==> src/rtl/video_timing_gen.sv <==
// Pixel-domain raster timing and test-pattern source.
// All outputs are registered and advance together on each pixel clock enable.
module video_timing_gen #(
  parameter int unsigned CEN_DIV   = 2,
  parameter int unsigned HTOTAL    = 384,
  parameter int unsigned HACTIVE   = 256,
  parameter int unsigned HS_START  = 290,
  parameter int unsigned HS_END    = 322,
  parameter int unsigned VTOTAL    = 264,
  parameter int unsigned VACTIVE   = 224,
  parameter int unsigned VS_START  = 236,
  parameter int unsigned VS_END    = 240,
  parameter int unsigned BAR_SHIFT = 5
) (
  input  logic        pxl_clk,
  input  logic        rst_n,
  input  logic [1:0]  pat_sel,
  output logic        pxl_cen,
  output logic [8:0]  hcnt,
  output logic [8:0]  vcnt,
  output logic        pxl_hb,
  output logic        pxl_vb,
  output logic        hs,
  output logic        vs,
  output logic        frame_start,
  output logic [31:0] frame_cnt,
  output logic [3:0]  red,
  output logic [3:0]  green,
  output logic [3:0]  blue
);

  localparam int unsigned DIV_W = (CEN_DIV > 1) ? $clog2(CEN_DIV) : 1;

  logic [DIV_W-1:0] div_q, div_d;
  logic             tick;
  logic             started_q;
  logic             pxl_cen_q;
  logic [8:0]       hcnt_q, hcnt_d;
  logic [8:0]       vcnt_q, vcnt_d;
  logic             fwrap;
  logic [31:0]      frame_cnt_q, frame_cnt_d;
  logic [1:0]       pat_q, pat_d;
  logic             hb_q, hb_d, vb_q, vb_d;
  logic             hs_q, hs_d, vs_q, vs_d;
  logic             frame_start_q;
  logic [3:0]       red_q, red_d, green_q, green_d, blue_q, blue_d;
  logic [2:0]       bar;

  // Next-state raster position, frame count, pattern latch and pixel colour.
  // The first enable after reset presents (0,0) without advancing; every later
  // enable advances, so decode below always matches the counters it ships with.
  always_comb begin
    tick        = (div_q == DIV_W'(CEN_DIV - 1));
    div_d       = tick ? '0 : div_q + 1'b1;
    hcnt_d      = hcnt_q;
    vcnt_d      = vcnt_q;
    fwrap       = 1'b0;
    if (started_q) begin
      if (hcnt_q == 9'(HTOTAL - 1)) begin
        hcnt_d = '0;
        if (vcnt_q == 9'(VTOTAL - 1)) begin
          vcnt_d = '0;
          fwrap  = 1'b1;
        end else begin
          vcnt_d = vcnt_q + 9'd1;
        end
      end else begin
        hcnt_d = hcnt_q + 9'd1;
      end
    end
    frame_cnt_d = fwrap ? frame_cnt_q + 32'd1 : frame_cnt_q;
    pat_d       = fwrap ? pat_sel : pat_q;

    hb_d = ({1'b0, hcnt_d} >= 10'(HACTIVE));
    vb_d = ({1'b0, vcnt_d} >= 10'(VACTIVE));
    hs_d = ({1'b0, hcnt_d} >= 10'(HS_START)) && ({1'b0, hcnt_d} < 10'(HS_END));
    vs_d = ({1'b0, vcnt_d} >= 10'(VS_START)) && ({1'b0, vcnt_d} < 10'(VS_END));

    bar     = 3'(hcnt_d >> BAR_SHIFT);
    red_d   = '0;
    green_d = '0;
    blue_d  = '0;
    case (pat_d)
      2'd1: begin
        red_d   = {4{bar[0]}};
        green_d = {4{bar[1]}};
        blue_d  = {4{bar[2]}};
      end
      2'd2: begin
        red_d   = hcnt_d[3:0];
        green_d = vcnt_d[3:0];
        blue_d  = frame_cnt_d[3:0];
      end
      2'd3: begin
        red_d   = (hcnt_d[3] ^ vcnt_d[3]) ? 4'hF : 4'h0;
        green_d = red_d;
        blue_d  = red_d;
      end
      default: ;
    endcase
    if (hb_d || vb_d) begin
      red_d   = '0;
      green_d = '0;
      blue_d  = '0;
    end
  end

  // Divider runs every cycle; all raster state moves only on the divider wrap.
  always_ff @(posedge pxl_clk or negedge rst_n) begin
    if (!rst_n) begin
      div_q         <= '0;
      pxl_cen_q     <= 1'b0;
      started_q     <= 1'b0;
      hcnt_q        <= '0;
      vcnt_q        <= '0;
      frame_cnt_q   <= '0;
      pat_q         <= '0;
      hb_q          <= 1'b0;
      vb_q          <= 1'b0;
      hs_q          <= 1'b0;
      vs_q          <= 1'b0;
      frame_start_q <= 1'b0;
      red_q         <= '0;
      green_q       <= '0;
      blue_q        <= '0;
    end else begin
      div_q     <= div_d;
      pxl_cen_q <= tick;
      if (tick) begin
        started_q     <= 1'b1;
        hcnt_q        <= hcnt_d;
        vcnt_q        <= vcnt_d;
        frame_cnt_q   <= frame_cnt_d;
        pat_q         <= pat_d;
        hb_q          <= hb_d;
        vb_q          <= vb_d;
        hs_q          <= hs_d;
        vs_q          <= vs_d;
        frame_start_q <= fwrap;
        red_q         <= red_d;
        green_q       <= green_d;
        blue_q        <= blue_d;
      end
    end
  end

  assign pxl_cen     = pxl_cen_q;
  assign hcnt        = hcnt_q;
  assign vcnt        = vcnt_q;
  assign pxl_hb      = hb_q;
  assign pxl_vb      = vb_q;
  assign hs          = hs_q;
  assign vs          = vs_q;
  assign frame_start = frame_start_q;
  assign frame_cnt   = frame_cnt_q;
  assign red         = red_q;
  assign green       = green_q;
  assign blue        = blue_q;

endmodule

==> config.mk <==
export PLATFORM = sky130hd
export DESIGN_NAME = video_timing_gen
export DESIGN_NICKNAME = d
export VERILOG_FILES = /design/src/rtl/video_timing_gen.sv
export SDC_FILE = /design/constraint.sdc
export NUM_CORES = 1
export LEC_CHECK = 0
export ABC_AREA = 0
export BUFFER_PORTS_ARGS = -buffer_cell sky130_fd_sc_hd__buf_2
export CAP_MARGIN = 20
export CORE_ASPECT_RATIO = 1.75
export CORE_MARGIN = 2
export CORE_UTILIZATION = 56
export DETAILED_ROUTE_END_ITERATION = 8
export PLACE_DENSITY = 0.8
export SLEW_MARGIN = 30
export SYNTH_ARGS = -nofsm -noshare
export SYNTH_HDL_FRONTEND = slang
export SYNTH_SLANG_ARGS = --single-unit
==> constraint.sdc <==
create_clock -name pxl_clk -period 2.7 [get_ports pxl_clk]
set_input_delay 0.27 -clock pxl_clk [delete_from_list [all_inputs] [get_ports pxl_clk]]
set_output_delay 0.27 -clock pxl_clk [all_outputs]
set_load 0.005 [all_outputs]
==> reports/results.tsv, run 1 <==
metric	value	unit
status	finished clean	
synth.ff_latch_count	72	
syn-instance-count	403	
critPathLaunch	vcnt[0]	
synth_fp_nets	410	
avgSynthCellArea	9.699	um^2
power.density_cell_area	471.6	nW/um^2
die_height	114.5	um
hold_viol_final	0	
routed_via_density	6.078	
mappedNetlistArea	3909	um^2
core-area	6807	um^2
worst_ep_arrival_time	2760	ps
cts_buffer_depth	2	
area_growth_syn_to_layout	20.84	%
timing.max_cap.violations	0	
route.vias.total	3501	
finalCritPeriodShare	0.9241	
timing_worst_setup_path_type	flip-flop to flip-flop	
grt_antenna_before_repair	0	
ys_seq_area_frac	0.4609	
worstSkewPairLatency	340	ps
via_count_of_the_first_global_routing_pass	3544	
horizontal_die_dimension	67.16	um
timing.critical_path.slowest_cell_delay	630	ps
post-synth-top-count-cell	sky130_fd_sc_hd__dfrtp_1	
place_congestion	0.8982	
path_delay_family	simple AND/OR/NAND/NOR gates	
post_route_cells_drive_above_1_share	0.2480	
routed_antenna_nets	0	
antennaDiodeCount	0	
post_synth_num_cell_types	57	
synth_edf_count	0	
fp.dieArea	7691	um^2
achievable-frequency	0.4008	GHz
kind_of_path_behind_the_tightest_hold_check	primary input to flip-flop	
fin_ws	204.9	ps
initial_utilization	0.5743	
hold_path_startpoint	pat_sel[1]	
yosys_most_used_dff	sky130_fd_sc_hd__dfrtp_1	
dp_slack	159.0	ps
leading_cell_types_by_count_after_synthesis	sky130_fd_sc_hd__dfrtp_1, sky130_fd_sc_hd__nand2_1, sky130_fd_sc_hd__xnor2_1, sky130_fd_sc_hd__nand3_1, sky130_fd_sc_hd__nor2_1	
routedWlPerCell	17.46	um
yosysTopAreaCellShare	0.4609	
cts_buffers	9	
placed_cells_incl_taps	558	
post_synth_main_area_contributors	sky130_fd_sc_hd__dfrtp_1, sky130_fd_sc_hd__xnor2_1, sky130_fd_sc_hd__nand2_1, sky130_fd_sc_hd__nand3_1, sky130_fd_sc_hd__xor2_1	
max-vdd-ir-drop	0.0005073	V
synth.largest_area_cell	sky130_fd_sc_hd__dfrtp_1	
grt.overflow.total	0	
worstReg2RegStart	vcnt[0]	
first_pass_grt_wire_length	16.62	mm
critical-path-slowest-cell	sky130_fd_sc_hd__or4_4	
slew-limit-headroom	0.5515	
drt_pre_antenna_iters	5	
std_cell_rows	40	
clkSlewWorstSetupHoldPaths	50	ps
async_set_or_reset_register_ratio_after_synthesis	1.000	
crit_path_max_fanout	8	
yosysWarnings	0	
port-buffer-count	71	
hold_slack	234.9	ps
timing.final.max_slew_violations	0	
worst_clock_skew	6.244	ps
timing.final.setup_violations	0	
number_of_nets_in_the_layout	494	
drt_drc_violations_left	0	
tritoncts_clock_tree	done	
ctsRootBufferMaster	sky130_fd_sc_hd__clkbuf_16	
rsz_0062_raised_after_global_routing	false	
wl	10.06	mm
htree_num_levels	3	
pin_count	72	
startpoint_type	flip-flop	
buf_inv_on_cp	0	
p_leak	2.270	nW
finalWorstPathRequiredPeriod	2495	ps
max_slew.worst_pin.slew	672.7	ps
final_cells	576	
iteration_0_drc_markers	207	
globalRouteTotalUtil	0.2869	
cp_data_required_time	2970	ps
crit_path_cell_trace	ha_1 > nor2b_1 > nand3_2 > or4_4 > or3_4 > nor2_1 > xor2_1	
grt_max_degree	45	
cts.sink_count	72	
setup_tns	0	ps
timing.critical_path.to_type	flip-flop	
place.detailed.hpwl	7.357	mm
==> area by class of cell <==
class,instances,area [um^2]
Fill cell,541,2083
Sequential cell,72,1802
Timing Repair Buffer,92,528.0
Clock inverter,3,17.52
Inverter,9,33.78
Clock buffer,13,250.2
Tap cell,84,105.1
Multi-Input combinational cell,303,1987
==> cell usage in the layout (no fill, tap or decap), types with 4 or more instances in the layout <==
| cell type | count |
|---|---|
| sky130_fd_sc_hd__dfrtp_1 | 72 |
| sky130_fd_sc_hd__buf_2 | 71 |
| sky130_fd_sc_hd__nand2_1 | 41 |
| sky130_fd_sc_hd__xnor2_1 | 29 |
| sky130_fd_sc_hd__nand3_1 | 27 |
| sky130_fd_sc_hd__nor2_1 | 27 |
| sky130_fd_sc_hd__o21ai_0 | 20 |
| sky130_fd_sc_hd__buf_4 | 19 |
| sky130_fd_sc_hd__xor2_1 | 15 |
| sky130_fd_sc_hd__nand4_1 | 10 |
| sky130_fd_sc_hd__nor3_1 | 10 |
| sky130_fd_sc_hd__and3_1 | 9 |
| sky130_fd_sc_hd__a21oi_1 | 9 |
| sky130_fd_sc_hd__clkbuf_16 | 9 |
| sky130_fd_sc_hd__mux2_2 | 8 |
| sky130_fd_sc_hd__inv_1 | 8 |
| sky130_fd_sc_hd__nor2b_1 | 6 |
| sky130_fd_sc_hd__nand2b_1 | 6 |
| sky130_fd_sc_hd__nor4_1 | 6 |
| sky130_fd_sc_hd__o2bb2ai_1 | 6 |
| sky130_fd_sc_hd__and4_1 | 5 |
| sky130_fd_sc_hd__and2_1 | 5 |
| sky130_fd_sc_hd__a22oi_1 | 5 |
| sky130_fd_sc_hd__a221oi_1 | 4 |
| sky130_fd_sc_hd__a21boi_0 | 4 |
| sky130_fd_sc_hd__nor3b_1 | 4 |
| sky130_fd_sc_hd__o31ai_1 | 4 |
==> what timing repair did <==
action,CTS,global route
buffers inserted,0,1
hold buffers,1,0
resized for setup,0,1
endpoints found under the setup margin,0,9
hold endpoints to repair,28,0
==> routing by layer <==
layer  track usage  wire length, um
met5             0                0
met2        0.4884             5464
met1        0.3077             3558
met3       0.06195              521
met4        0.1918              512
==> flip-flops by register name, summed over array words and instances (netlist names), 2 cells and up <==
signal and flops:
frame_cnt 32, hcnt 9, vcnt 9, blue 4
green 4, red 4, pat_q 2
==> cells by family after synthesis <==
| kind of cell | after synthesis | share of synthesized area |
|---|---|---|
| compound gates | 76 | 0.1360 |
| xor+xnor | 44 | 0.09859 |
| fa+ha+maj | 3 | 0.009604 |
| buf+inv | 28 | 0.03201 |
| flops | 72 | 0.4609 |
| mux | 10 | 0.02817 |
| simple gates | 170 | 0.2346 |
==> report_power, final <==
group	switching, W	internal, W	total (W)	leakage (nW)
combinational	0.0000424	0.0000203	0.0000627	1.17
clock	0.000433	0.000643	0.00108	0.130
sequential	0.00000350	0.00108	0.00109	0.973
total	0.000479	0.00175	0.00223	2.27
==> per-stage QoR <==
step / area, um^2 / power (W) / utilization
after floorplan: 3909 / 0.001129 / -
after global placement: 4433 / 0.001166 / 0.6513
after detailed placement: 4433 / 0.001168 / 0.6513
after CTS: 4711 / 0.002239 / 0.6921
after global routing: 4723 / 0.002289 / 0.6939
final: 4723 / 0.002227 / 0.6939
==> path summary, 6_finish.rpt <==
kind | end | cells past startpoint | slack (ps)
worst max-delay path | frame_cnt[29] | 7 | 200
worst min-delay path | pat_q[1] | 2 | 230
worst max register to register | frame_cnt[29] | 7 | 200
worst min register to register | frame_cnt[31] | 1 | 470
max in group asynchronous | frame_cnt[6] | 3 | 1540
min in group asynchronous | frame_cnt[30] | 2 | 500
(Power assumes the default switching activity.)
==> inputs of run 2 (changes only) <==
- CORE_UTILIZATION: 56 -> 30
- PLACE_DENSITY: 0.8 -> not set
==> reports/results.tsv, run 2 (synthesis results as in run 1) <==
metric	value	unit	change
kind_of_path_behind_the_tightest_hold_check	primary input to flip-flop		
iteration_0_drc_markers	162		-22%
most_common_library_cell_in_the_layout_ignoring_fill_and_taps	sky130_fd_sc_hd__dfrtp_1		
intPower	0.002036	W	+16%
timing.max_cap.violations	0		unchanged
power.density_cell_area	515.4	nW/um^2	+9.3%
total_area_of_multi_input_combinational_cells	1982	um^2	-0.25%
p_clk_frac	0.547		+0.064
achievable-frequency	0.4082	GHz	+1.9%
route.vias.total	3406		-2.7%
worst_clock_skew	7.699	ps	+1.454 ps
finalWorstPathRequiredPeriod	2450	ps	-45.62 ps
antennaDiodeCount	0		unchanged
worst_ep_arrival_time	2710	ps	-50 ps
p_leak	2.324	nW	+2.4%
power.switching_fraction	0.1985		-0.01665
crit_path_max_fanout	9		+1
timing.critical_path.to_type	flip-flop		
timing_worst_setup_path_type	flip-flop to flip-flop		
timing.final.max_slew_violations	0		unchanged
horizontal_die_dimension	90.29	um	+34%
htree_num_levels	3		unchanged
final_util	0.3850		-0.3089
die_height	155	um	+35%
critPathLaunch	hcnt[4]		
hold_viol_final	0		unchanged
fraction_of_power_consumed_by_combinational_cells	0.025		-0.003
place_congestion	0.8830		-1.7%
drt_drc_violations_left	0		unchanged
hold_slack	255.6	ps	+20.71 ps
rsz_0062_raised_after_global_routing	false		
startpoint_type	flip-flop		
routed_via_density	5.122		-16%
cp_data_required_time	2960	ps	about the same
worstReg2RegStart	hcnt[4]		
cts.sink_count	72		unchanged
fp.dieArea	13990	um^2	+82%
max-vdd-ir-drop	0.0003430	V	-32%
wl	10.54	mm	+4.8%
clkSlewWorstSetupHoldPaths	60	ps	about the same
slew-limit-headroom	0.5410		-0.01052
cts_buffers	9		unchanged
critical_path.endpoint	frame_cnt[29]		
max_slew.worst_pin.slew	688.5	ps	+15.78 ps
core-area	12800	um^2	+88%
fin_total_pwr	0.002540	W	+14%
globalRouteTotalUtil	0.1562		-0.1306
initial_utilization	0.3054		-0.2689
port-buffer-count	71		unchanged
grt_antenna_before_repair	0		unchanged
most-common-layout-cells	sky130_fd_sc_hd__dfrtp_1, sky130_fd_sc_hd__buf_2, sky130_fd_sc_hd__nand2_1, sky130_fd_sc_hd__xnor2_1, sky130_fd_sc_hd__nand3_1		
ctsRootBufferMaster	sky130_fd_sc_hd__clkbuf_16		
pin_count	72		unchanged
regToRegEndpoint	frame_cnt[29]		
first_pass_grt_wire_length	17.52	mm	+5.4%
status	finished clean		
number_of_flip_flops_in_the_largest_register	32		unchanged
area_growth_syn_to_layout	26.09	%	
grt_max_degree	45		unchanged
power_switching	0.0005042	W	+5.2%
place.detailed.hpwl	8.182	mm	+11%
timing.reg2reg.setup_slack	250	ps	+50 ps
filler_cell_count	1289		+140%
post_route_cells_drive_above_1_share	0.2551		+0.007093
finalCritPeriodShare	0.9072		-0.01690
std_cell_rows	55		+38%
cts_buffer_depth	2		unchanged
setup_tns	0	ps	unchanged
cts.repair.resized	0		unchanged
timing.final.setup_violations	0		unchanged
power.share.sequential	0.428		-0.060
reg2reg_depth	6		-1
tritoncts_clock_tree	done		
routedWlPerCell	15.84	um	-9.2%
worstSkewPairLatency	340	ps	about the same
routed_antenna_nets	0		unchanged
number_of_nets_in_the_layout	496		+0.40%
sequential_cell_area	1802	um^2	unchanged
drt_pre_antenna_iters	4		-1
via_count_of_the_first_global_routing_pass	3520		-0.68%
grt.overflow.total	0		unchanged
==> run 2: worst max-delay path, cell delays in order, from the launching register on <==
cell	delay (ps)
sky130_fd_sc_hd__dfrtp_1	480
sky130_fd_sc_hd__and4_1	320
sky130_fd_sc_hd__nand3_1	270
sky130_fd_sc_hd__or4_4	650
sky130_fd_sc_hd__or3_4	370
sky130_fd_sc_hd__nor2_1	130
sky130_fd_sc_hd__xor2_1	160
==> run 2: timing repair <==
item | CTS | global route
endpoints found under the hold margin | 24 | 0
setup buffers | 0 | 0
hold buffers | 1 | 0
==> run 2: final cells by class <==
cell class              instances  area share
multi-input cells             303      0.4021
clock inverters                 6     0.02336
flip-flops and latches         72      0.3656
repair buffers                 94      0.1102
well taps                     171     0.04341
inverters                       9    0.006855
clock buffers                  10     0.04849
==> run 2: worst min-delay path by stage <==
stage	start	depth (start not counted)	end
after floorplan	rst_n	0	blue[0]
after global placement	rst_n	1	frame_cnt[28]
after detailed placement	rst_n	1	frame_cnt[29]
after CTS	pat_sel[1]	2	pat_q[1]
after global routing	pat_sel[0]	2	pat_q[0]
final	pat_sel[1]	2	pat_q[1]
==> run 2: power by group through the flow <==
stage	combinational, W	clock [W]	sequential [W]
floorplan	0.0000228	0	0.00111
global placement	0.0000628	0	0.00111
detailed placement	0.0000640	0	0.00111
CTS	0.0000654	0.00143	0.00109
global route	0.0000727	0.00147	0.00109
finish	0.0000639	0.00139	0.00109
==> run 2: through the flow <==
stage	worst slack [ps]	instance area (um^2)	std cells
CTS	247.7	4928	665
global placement	337.7	4564	648
floorplan	279.3	3909	403
detailed placement	254.8	4564	648
global route	63.77	4928	665
finish	250.5	4928	665
==> run 2: per-layer routing <==
layer	global-route usage	vias up	share of wire
met2	0.2861	102	0.53
met1	0.1668	1661	0.39
met3	0.03826	22	0.046
met4	0.07546	0	0.037
met5	0	-	0
li1	-	1621	-
